## src/rtl/qf_lsu_pkg.sv

```systemverilog
// Shared definitions for the QingFeng load/store unit.
// Holds the funct3 access-type encodings, the FSM state encoding and the
// byte-lane helpers used by the control FSM and by the lane aligner.
package qf_lsu_pkg;

  localparam logic [2:0] LSU_B  = 3'b000;
  localparam logic [2:0] LSU_H  = 3'b001;
  localparam logic [2:0] LSU_W  = 3'b010;
  localparam logic [2:0] LSU_BU = 3'b100;
  localparam logic [2:0] LSU_HU = 3'b101;

  typedef enum logic [2:0] {
    ST_IDLE = 3'd0,
    ST_REQ1 = 3'd1,
    ST_RSP1 = 3'd2,
    ST_REQ2 = 3'd3,
    ST_RSP2 = 3'd4
  } lsu_state_e;

  // True for the five funct3 codes that describe a real access.
  function automatic logic type_valid(input logic [2:0] t);
    case (t)
      LSU_B, LSU_H, LSU_W, LSU_BU, LSU_HU: return 1'b1;
      default:                             return 1'b0;
    endcase
  endfunction

  // 8-lane mask spanning two consecutive words; lanes 7..4 belong to the
  // second word. Unsigned store variants collapse onto B/H.
  function automatic logic [7:0] calc_be8(input logic [2:0] t, input logic [1:0] off);
    logic [7:0] m;
    case (t)
      LSU_B, LSU_BU: m = 8'h01;
      LSU_H, LSU_HU: m = 8'h03;
      default:       m = 8'h0F;
    endcase
    return m << off;
  endfunction

  // An access is misaligned when it crosses a word boundary.
  function automatic logic is_misaligned(input logic [2:0] t, input logic [1:0] off);
    case (t)
      LSU_H, LSU_HU: return (off == 2'd3);
      LSU_W:         return (off != 2'd0);
      default:       return 1'b0;
    endcase
  endfunction

endpackage

```

## src/rtl/lsu_align.sv

```systemverilog
// Combinational lane steering for the load/store unit.
// Ports: rw_type_i/off_i select size and byte offset; wdata_i is store data,
// beat2_i selects the upper word of the two-word window. be_o/wdata_o are the
// per-beat byte enables and steered write data. beat1_rdata_i (saved first
// beat), rdata_i (current response) and two_beat_i build the load window;
// rdata_o is the shifted and extended load result.
module lsu_align
  import qf_lsu_pkg::*;
(
  input  logic [2:0]  rw_type_i,
  input  logic [1:0]  off_i,
  input  logic [31:0] wdata_i,
  input  logic        beat2_i,
  input  logic        two_beat_i,
  input  logic [31:0] beat1_rdata_i,
  input  logic [31:0] rdata_i,
  output logic [3:0]  be_o,
  output logic [31:0] wdata_o,
  output logic [31:0] rdata_o
);

  logic [7:0]  be8_s;
  logic [63:0] wide_wdata_s;
  logic [63:0] window_s;
  logic [31:0] shifted_s;

  always_comb begin
    be8_s        = calc_be8(rw_type_i, off_i);
    wide_wdata_s = {32'h0000_0000, wdata_i} << {off_i, 3'b000};
    if (beat2_i) begin
      be_o    = be8_s[7:4];
      wdata_o = wide_wdata_s[63:32];
    end else begin
      be_o    = be8_s[3:0];
      wdata_o = wide_wdata_s[31:0];
    end
  end

  // The response of a split load is the upper word, the saved beat the lower.
  always_comb begin
    if (two_beat_i) begin
      window_s = {rdata_i, beat1_rdata_i};
    end else begin
      window_s = {32'h0000_0000, rdata_i};
    end
    shifted_s = 32'(window_s >> {off_i, 3'b000});
    case (rw_type_i)
      LSU_B:   rdata_o = {{24{shifted_s[7]}}, shifted_s[7:0]};
      LSU_H:   rdata_o = {{16{shifted_s[15]}}, shifted_s[15:0]};
      LSU_BU:  rdata_o = {24'h00_0000, shifted_s[7:0]};
      LSU_HU:  rdata_o = {16'h0000, shifted_s[15:0]};
      default: rdata_o = shifted_s;
    endcase
  end

endmodule

```

## src/rtl/load_store_unit.sv

```systemverilog
// EX-stage data-memory access unit with a req/gnt/rvalid bus.
// Pipeline side: ex_* describe the memory op; lsu_stall holds the front end,
// lsu_done/lsu_err/lsu_rdata are registered completion outputs.
// Bus side: bus_req/bus_we/bus_addr/bus_be/bus_wdata issue a word beat,
// bus_gnt accepts it, bus_rvalid/bus_rdata/bus_err return the response.
// Misaligned accesses are split into two beats or rejected (MISALIGN_SPLIT);
// every beat is bounded by TIMEOUT_CYCLES (0 = unbounded).
module load_store_unit
  import qf_lsu_pkg::*;
#(
  parameter int MISALIGN_SPLIT = 1,
  parameter int TIMEOUT_CYCLES = 64
) (
  input  logic        clk,
  input  logic        rst_n,
  input  logic        ex_valid,
  input  logic        ex_mem_read,
  input  logic        ex_mem_write,
  input  logic [2:0]  ex_rw_type,
  input  logic [31:0] ex_addr,
  input  logic [31:0] ex_wdata,
  output logic        lsu_stall,
  output logic        lsu_done,
  output logic        lsu_err,
  output logic [31:0] lsu_rdata,
  output logic        bus_req,
  input  logic        bus_gnt,
  output logic        bus_we,
  output logic [31:0] bus_addr,
  output logic [3:0]  bus_be,
  output logic [31:0] bus_wdata,
  input  logic        bus_rvalid,
  input  logic [31:0] bus_rdata,
  input  logic        bus_err
);

  localparam int CW = (TIMEOUT_CYCLES == 0) ? 1 : $clog2(TIMEOUT_CYCLES + 1);

  lsu_state_e  state_q, state_d;
  logic [CW-1:0] cnt_q, cnt_d;
  logic        done_q, done_d;
  logic        err_q, err_d;
  logic [31:0] rdata_q, rdata_d;
  logic [31:0] beat1_q, beat1_d;
  logic        is_load_q, two_beat_q;
  logic [2:0]  type_q;
  logic [31:0] addr_q, wdata_q;

  logic        start_s, ex_bad_s, in_req_s, beat2_s, timeout_s;
  logic [3:0]  be_s;
  logic [31:0] lane_wdata_s, load_data_s;

  lsu_align u_align (
    .rw_type_i     (type_q),
    .off_i         (addr_q[1:0]),
    .wdata_i       (wdata_q),
    .beat2_i       (beat2_s),
    .two_beat_i    (two_beat_q),
    .beat1_rdata_i (beat1_q),
    .rdata_i       (bus_rdata),
    .be_o          (be_s),
    .wdata_o       (lane_wdata_s),
    .rdata_o       (load_data_s)
  );

  always_comb begin
    start_s   = ex_valid & (ex_mem_read | ex_mem_write) & ~done_q & (state_q == ST_IDLE);
    ex_bad_s  = ~type_valid(ex_rw_type) |
                (is_misaligned(ex_rw_type, ex_addr[1:0]) & (MISALIGN_SPLIT == 0));
    in_req_s  = (state_q == ST_REQ1) | (state_q == ST_REQ2);
    beat2_s   = (state_q == ST_REQ2) | (state_q == ST_RSP2);
    // cnt_q counts cycles already spent in this beat; the current one is +1.
    timeout_s = (TIMEOUT_CYCLES != 0) && ((int'(cnt_q) + 1) >= TIMEOUT_CYCLES);
  end

  // Next-state, counter and completion logic.
  always_comb begin
    state_d = state_q;
    cnt_d   = cnt_q + CW'(1);
    done_d  = 1'b0;
    err_d   = 1'b0;
    rdata_d = 32'h0000_0000;
    beat1_d = beat1_q;
    case (state_q)
      ST_IDLE: begin
        cnt_d = cnt_q;
        if (start_s && ex_bad_s) begin
          done_d = 1'b1;
          err_d  = 1'b1;
        end else if (start_s) begin
          state_d = ST_REQ1;
          cnt_d   = {CW{1'b0}};
        end else begin
          state_d = ST_IDLE;
        end
      end
      ST_REQ1, ST_REQ2: begin
        // An accepted request takes priority over a coincident timeout.
        if (bus_gnt) begin
          state_d = (state_q == ST_REQ1) ? ST_RSP1 : ST_RSP2;
        end else if (timeout_s) begin
          state_d = ST_IDLE;
          done_d  = 1'b1;
          err_d   = 1'b1;
        end else begin
          state_d = state_q;
        end
      end
      ST_RSP1, ST_RSP2: begin
        if (bus_rvalid && bus_err) begin
          state_d = ST_IDLE;
          done_d  = 1'b1;
          err_d   = 1'b1;
        end else if (bus_rvalid && (state_q == ST_RSP1) && two_beat_q) begin
          state_d = ST_REQ2;
          cnt_d   = {CW{1'b0}};
          beat1_d = bus_rdata;
        end else if (bus_rvalid) begin
          state_d = ST_IDLE;
          done_d  = 1'b1;
          rdata_d = is_load_q ? load_data_s : 32'h0000_0000;
        end else if (timeout_s) begin
          state_d = ST_IDLE;
          done_d  = 1'b1;
          err_d   = 1'b1;
        end else begin
          state_d = state_q;
        end
      end
      default: begin
        state_d = ST_IDLE;
        cnt_d   = {CW{1'b0}};
      end
    endcase
  end

  // FSM, timeout counter and registered completion outputs.
  always_ff @(posedge clk) begin
    if (!rst_n) begin
      state_q <= ST_IDLE;
      cnt_q   <= {CW{1'b0}};
      done_q  <= 1'b0;
      err_q   <= 1'b0;
      rdata_q <= 32'h0000_0000;
      beat1_q <= 32'h0000_0000;
    end else begin
      state_q <= state_d;
      cnt_q   <= cnt_d;
      done_q  <= done_d;
      err_q   <= err_d;
      rdata_q <= rdata_d;
      beat1_q <= beat1_d;
    end
  end

  // Operation capture at start; held for the whole access.
  always_ff @(posedge clk) begin
    if (!rst_n) begin
      is_load_q  <= 1'b0;
      two_beat_q <= 1'b0;
      type_q     <= 3'b000;
      addr_q     <= 32'h0000_0000;
      wdata_q    <= 32'h0000_0000;
    end else if (start_s) begin
      is_load_q  <= ex_mem_read;
      two_beat_q <= is_misaligned(ex_rw_type, ex_addr[1:0]);
      type_q     <= ex_rw_type;
      addr_q     <= ex_addr;
      wdata_q    <= ex_wdata;
    end else begin
      is_load_q  <= is_load_q;
      two_beat_q <= two_beat_q;
      type_q     <= type_q;
      addr_q     <= addr_q;
      wdata_q    <= wdata_q;
    end
  end

  // Bus outputs are decoded from registered state and captured operands only.
  always_comb begin
    lsu_stall = start_s | (state_q != ST_IDLE);
    lsu_done  = done_q;
    lsu_err   = err_q;
    lsu_rdata = rdata_q;
    bus_req   = in_req_s;
    bus_we    = in_req_s & ~is_load_q;
    if (in_req_s) begin
      bus_addr  = {addr_q[31:2], 2'b00} + (beat2_s ? 32'd4 : 32'd0);
      bus_be    = be_s;
      bus_wdata = is_load_q ? 32'h0000_0000 : lane_wdata_s;
    end else begin
      bus_addr  = 32'h0000_0000;
      bus_be    = 4'h0;
      bus_wdata = 32'h0000_0000;
    end
  end

endmodule
```

## config.mk

```make
export PLATFORM = sky130hd
export DESIGN_NAME = load_store_unit
export DESIGN_NICKNAME = d
export VERILOG_FILES = /design/src/rtl/qf_lsu_pkg.sv /design/src/rtl/lsu_align.sv /design/src/rtl/load_store_unit.sv
export SDC_FILE = /design/constraint.sdc
export NUM_CORES = 1
export LEC_CHECK = 0
export BUFFER_PORTS_ARGS = -buffer_cell sky130_fd_sc_hd__buf_2
export CAP_MARGIN = 20
export CORE_MARGIN = 2
export CORE_UTILIZATION = 40
export DETAILED_ROUTE_END_ITERATION = 6
export PLACE_DENSITY = 0.68
export SYNTH_ARGS = -nofsm -noshare
export SYNTH_HDL_FRONTEND = slang
export SYNTH_SLANG_ARGS = --single-unit
```

## constraint.sdc

```tcl
create_clock -name clk -period 3.7 [get_ports clk]
set_clock_uncertainty 0.1 [all_clocks]
set_input_delay 0 -clock clk [delete_from_list [all_inputs] [get_ports clk]]
set_output_delay 0 -clock clk [all_outputs]
set_load 0.02 [all_outputs]
```

# ---- Yosys cells after proc, flatten, opt, wreduce, memory -nomap -nowiden
# Cells that the tools add are included.
dict set report word_totals {
  out_inout_bits 105
  wordCells 102
  ramBits 0
  mem_count 0
  rom_bits 0
  register_bits 145
  latchBits 0
}
dict set report classes {
  div 0
  bitwise 15
  mux 37
  n_shift 3
  n_addsub 3
  n_lt_le_gt_ge 1
  mul 0
  n_eq_ne 14
  reduce_logical 18
}
# operator n
set ops {}
lappend ops {{$mux 32} 4}
lappend ops {{$pmux 32 s4} 1}
lappend ops {{$mux 64} 1}
lappend ops {{$shl 32x5->64} 1}
lappend ops {{$shr 64x5->32} 1}
lappend ops {{$add 32x3->32} 1}
lappend ops {{$mux 7} 4}
lappend ops {{$mux 3} 8}
lappend ops {{$pmux 7 s3} 1}
lappend ops {{$eq 3x3->1 const B} 5}
lappend ops {{$mux 1} 11}
lappend ops {{$reduce_or 2->1} 5}
lappend ops {{$eq 3x1->1 const B} 3}
lappend ops {{$eq 3x2->1 const B} 3}
lappend ops {{$logic_not 3->1} 3}
lappend ops {{$pmux 3 s3} 1}
lappend ops {{$add 7x1->8 const B} 1}
lappend ops {{$ge 8x7->1 const B} 1}
lappend ops {{$mux 4} 2}
lappend ops {{$pmux 4 s2} 1}
lappend ops {{$shl 4x2->8} 1}
lappend ops {{$add 7x1->7 const B} 1}
lappend ops {{$not 1->1} 7}
lappend ops {{$pmux 1 s3} 2}
lappend ops {{other kinds (12)} 22}

# ---- Depth between registers and ports, before layout
dict set report depth {
  depth_word 7
  depth_mapped 14
}

# ---- Cells and area by module
# Synthesis repeated with hierarchy kept, for this count alone.
dict set report hier_totals {
  cells_unflattened 1089
  area_unflattened_um2 8874.8
}
# mod cells_per_inst seq_area_each_um2 area_each_um2 instances
set modules_own_cells {}
lappend modules_own_cells {load_store_unit 787 2902.8 6246.0 1}
lappend modules_own_cells {lsu_align 302 0.0 2628.8 1}

# ---- Worst setup path after synthesis
# Ideal clock, no wire load.
dict set report synth_path {
  kind {register -> output}
  from {register state_q[0]}
  to {output bus_addr[20]}
  t_arrival_ns 3.002
  stages_incl_launch_ff 14
  slack_ns 0.598
  cell_sequence {dfxtp_1 buf_2 nor3b_2 a21oi_4 inv_2 buf_2 buf_2 ha_1 ha_1 and4_1 nand4_1 clkbuf_1 or3_1 a21oi_1}
}
dict set report synth_via {
  elab_chain_len 5
  elab_cells_between_ends 8
  classes_between {add/sub (1); eq/ne (3); mux (2); bitwise (2)}
}
# item line
set synth_rtl {}
lappend synth_rtl {{start, declared} load_store_unit.sv:39} ;# lsu_state_e state_q, state_d;
lappend synth_rtl {{start signal, assigned} load_store_unit.sv:147} ;# state_q <= state_d;
lappend synth_rtl {{$eq 3x2->1 / $eq 3x3->1 (equally long branches)} {load_store_unit.sv:70, load_store_unit.sv:71}}
lappend synth_rtl {{$or 1x1->1} load_store_unit.sv:71} ;# beat2_s = (state_q == ST_REQ2) | (state_q == ST_RSP2);
lappend synth_rtl {{$mux 3} load_store_unit.sv:188} ;# bus_addr = {addr_q[31:2], 2'b00} + (beat2_s ? 32'd4 : 32'd0);
lappend synth_rtl {{$add 32x3->32} load_store_unit.sv:188}
lappend synth_rtl {{$mux 32 *} load_store_unit.sv:187} ;# if (in_req_s) begin
lappend synth_rtl {{end, declared} load_store_unit.sv:29} ;# output logic [31:0] bus_addr,
# Mark *: on every way between the ends. The rest lies on a longest branch, timed or not.

# ---- Final worst setup path
dict set report layout_path {
  from {register state_q[2]}
  to {output bus_addr[24]}
}
# Same word-level chain as after synthesis.

==> impl_metrics.csv <==
group,metric,value,unit
outcome,status,"finished, final reports clean",
worst_setup_path,cp_max_fo,11,
logic_synthesis,synth.avg_cell_area,7.92,µm²
global_routing,overflow,0,
finish,n_antenna_cell,0,
pwr,max-vdd-ir-drop,281,µV
worst_setup_path,reg2reg_to,"addr_q[26]$_SDFFE_PN0P_",
drt,routedWlPerCell,16.5,µm
clock_tree,numCtsBuffers,17,
drt,antenna_left,0,
clock_tree,root_buffer,"clkbuf_16",
min_path,holdPathStages,5,
logic_synthesis,yosys_warnings,0,
placement,dp_hpwl,18.6,mm
min_path,min_to,"lsu_done$_SDFF_PN0_",
placement,place_area,0.00980,mm²
drt,firstDrtPassIters,5,
placement,portBuffers,209,
timing,min_period,3420,ps
clock_tree,cts_max_level,4,
timing,setup_viol,0,
drt,drt_iter0_markers,521,
global_routing,grt_pass1_wl,43.2,mm
timing,tightest_slew,1090,ps
worst_setup_path,rr_worst_depth,5,
clock_tree,clockBufferDepth,2,
timing,grt_setup_unrepaired,"no",
floorplan,core_area,0.0212,mm²
floorplan,ios,212,
min_path,hold_path.class,"input port to flip-flop",
global_routing,grt_pass1_vias,8429,
timing,setup_tns,0,ps
global_routing,grt_max_degree,56,
logic_synthesis,synth-seq-area-share,0.334,
floorplan,rows,53,
floorplan,initial_core_util,0.411,
global_routing,antenna_found_initial,0,
logic_synthesis,yosysMostFrequentCell,"nand2_1",
worst_setup_path,start_kind,"flip-flop",
worst_setup_path,arrival,3320,ps
drt,drt-total-wl,27.4,mm
clock_tree,cts.sinks,145,
drt,wl_met3,2.15,mm
placement,dpl.cell_count,1509,
logic_synthesis,syn_area,0.00869,mm²
logic_synthesis,synth_common_cells,"nand2_1 (259), dfxtp_1 (145), mux2i_1 (72)",
drt,drcViolationCount,0,
logic_synthesis,async_reset_ff_frac,0,
clock_tree,path_clk_slew,60,ps
run,maxCapViolCount,0,
timing,drv_slew,0,
clock_tree,clk_latency,420,ps
pwr,power_density,358,mW/mm²
logic_synthesis,synth_area_leaders,"dfxtp_1 (33%), nand2_1 (11%), mux2i_1 (8.3%)",
worst_setup_path,crit_required,3600,ps
finish,area_growth,33.2,%
pwr,finalPower,4.14,mW
min_path,hold_start,"bus_err",
drt,num_vias,8976,
finish,design_area,0.0116,mm²
worst_setup_path,critical_path_class,"flip-flop to primary output",
logic_synthesis,synth_area_leader_cell,"dfxtp_1",
pwr,p_leak,4.64,nW
logic_synthesis,synth_cells,1098,
logic_synthesis,synth_edf_count,0,
logic_synthesis,synth_top_area_share,0.334,
finish,final_nets,1484,
logic_synthesis,ys_types,64,
logic_synthesis,synth_ff_type,"dfxtp_1",
timing,relSlewSlack,0.274,
timing,hold_viol_final,0,
worst_setup_path,r2r_slack,900,ps
clock_tree,cts_tree,"yes",
worst_setup_path,reg2reg_from,"state_q[0]$_SDFFE_PN0P_",
floorplan,die_w,151,µm
timing,max_freq,293,MHz
worst_setup_path,cp-end-kind,"primary output",
timing,whs,77.8,ps
logic_synthesis,synth-seq-cells,145,
finish,final_cells,1662,
drt,route.top_layer_used,"met4",
drt,dr_wl_met2,12.9,mm
global_routing,track_usage,0.237,
placement,gp_congestion,0.900,
floorplan,dieArea,0.0229,mm²
finish,drive_gt1_frac,0.224,
floorplan,die_h,151,µm
timing,final.period_utilization,0.924,
drt,drt-met1-wl,11.7,mm
drt,avgViaCountPerCell,5.40,
[per-layer routing]
layer  global-route usage  vias to the layer above
met4               0.0794                        0
met2                0.395                      332
li1                     -                     4429
met3               0.0578                       42
met5                    0                        -
met1                0.299                     4173
[cell families (layout without fill, tap and decap cells)]
kind of cell	Yosys count	in the layout	synth area share
XOR/XNOR	12	12	0.0121
AO/OA/AOI/OAI	287	287	0.231
flip-flops	145	145	0.334
adder cells (fa/ha/maj)	3	3	0.00432
other	1	2	0.000431
AND/OR/NAND/NOR	441	441	0.230
buffers and inverters	106	394	0.0573
multiplexers	103	103	0.130
[stage by stage]
step                      setup WS (ps)  utilization
after floorplan                     598            -
final                               283        0.547
after detailed placement            390        0.463
after global placement              545        0.463
after global routing               75.0        0.547
after CTS                          5.03        0.546
[flip-flops by register name (all words and copies together) (netlist names)]
| register | cells |
|---|---|
| type_q | 3 |
| cnt_q | 7 |
| is_load_q | 1 |
| beat1_q | 32 |
| state_q | 3 |
| lsu_rdata | 32 |
| wdata_q | 32 |
| two_beat_q | 1 |
| lsu_err | 1 |
| lsu_done | 1 |
| addr_q | 32 |
[power breakdown]
part           switching, mW  leakage (nW)  internal [mW]  total, mW
sequential            0.0827          1.18           1.62       1.70
combinational          0.417          3.19          0.351      0.768
clock                  0.683         0.273          0.992       1.68
total                   1.18          4.64           2.96       4.14
[area by class of cell]
cell class | instances | area [µm²]
well taps | 275 | 344
flip-flops and latches | 145 | 2910
repair buffers | 350 | 2400
fillers | 1975 | 9580
multi-input cells | 848 | 5310
inverters | 12 | 45.0
clock buffers | 19 | 433
clock inverters | 13 | 138
[how the worst max path moves through the flow]
stage | start | end | slack [ps] | depth (start not counted)
finish | state_q[2]$_SDFFE_PN0P_ | bus_addr[24] | 280 | 12
global route | state_q[2]$_SDFFE_PN0P_ | bus_addr[30] | 70 | 11
CTS | state_q[2]$_SDFFE_PN0P_ | bus_addr[28] | 5 | 10
detailed placement | state_q[2]$_SDFFE_PN0P_ | bus_addr[28] | 390 | 10
global placement | state_q[2]$_SDFFE_PN0P_ | bus_addr[28] | 550 | 10
floorplan | state_q[0]$_SDFFE_PN0P_ | bus_addr[20] | 600 | 13
[critical path, stage by stage, from the launching register on]
cell and delay, ps:
dfxtp_1 500, nor3b_2 360, a21oi_4 60, inv_2 70
ha_1 250, ha_1 240, and4_1 320, nand4_1 120
buf_4 180, buf_4 140, or3_1 320, a21oi_1 170
buf_2 180
[repair_timing]
action / 4_1_cts / 5_1_grt
setup buffers: 0 / 3
pin swaps: 0 / 1
gates resized for setup: 1 / 0
setup endpoints to repair: 3 / 7
endpoints found under the hold margin: 120 / 0
hold buffers: 118 / 0
cloned: 0 / 0
[placed cells by master, fill, tap and decap left out, types with 9 or more instances in the layout]
cell           Yosys  final
nand2_1          259    259
buf_2             38    209
dfxtp_1          145    142
dlygate4sd3_1      0    118
mux2i_1           72     72
a21boi_1          68     68
a21oi_1           59     59
nor2_1            45     45
nand3_1           43     43
a21boi_0          35     35
o211ai_1          26     26
mux2_2            24     24
buf_4              6     23
o21ai_0           21     21
clkbuf_16          0     17
or3_1             16     15
inv_1             11     11
o31ai_1           10     10
a211oi_1          10     10
o2bb2ai_1          9      9
a22o_1             9      9
Note: power is estimated with default switching activity, not from simulation.
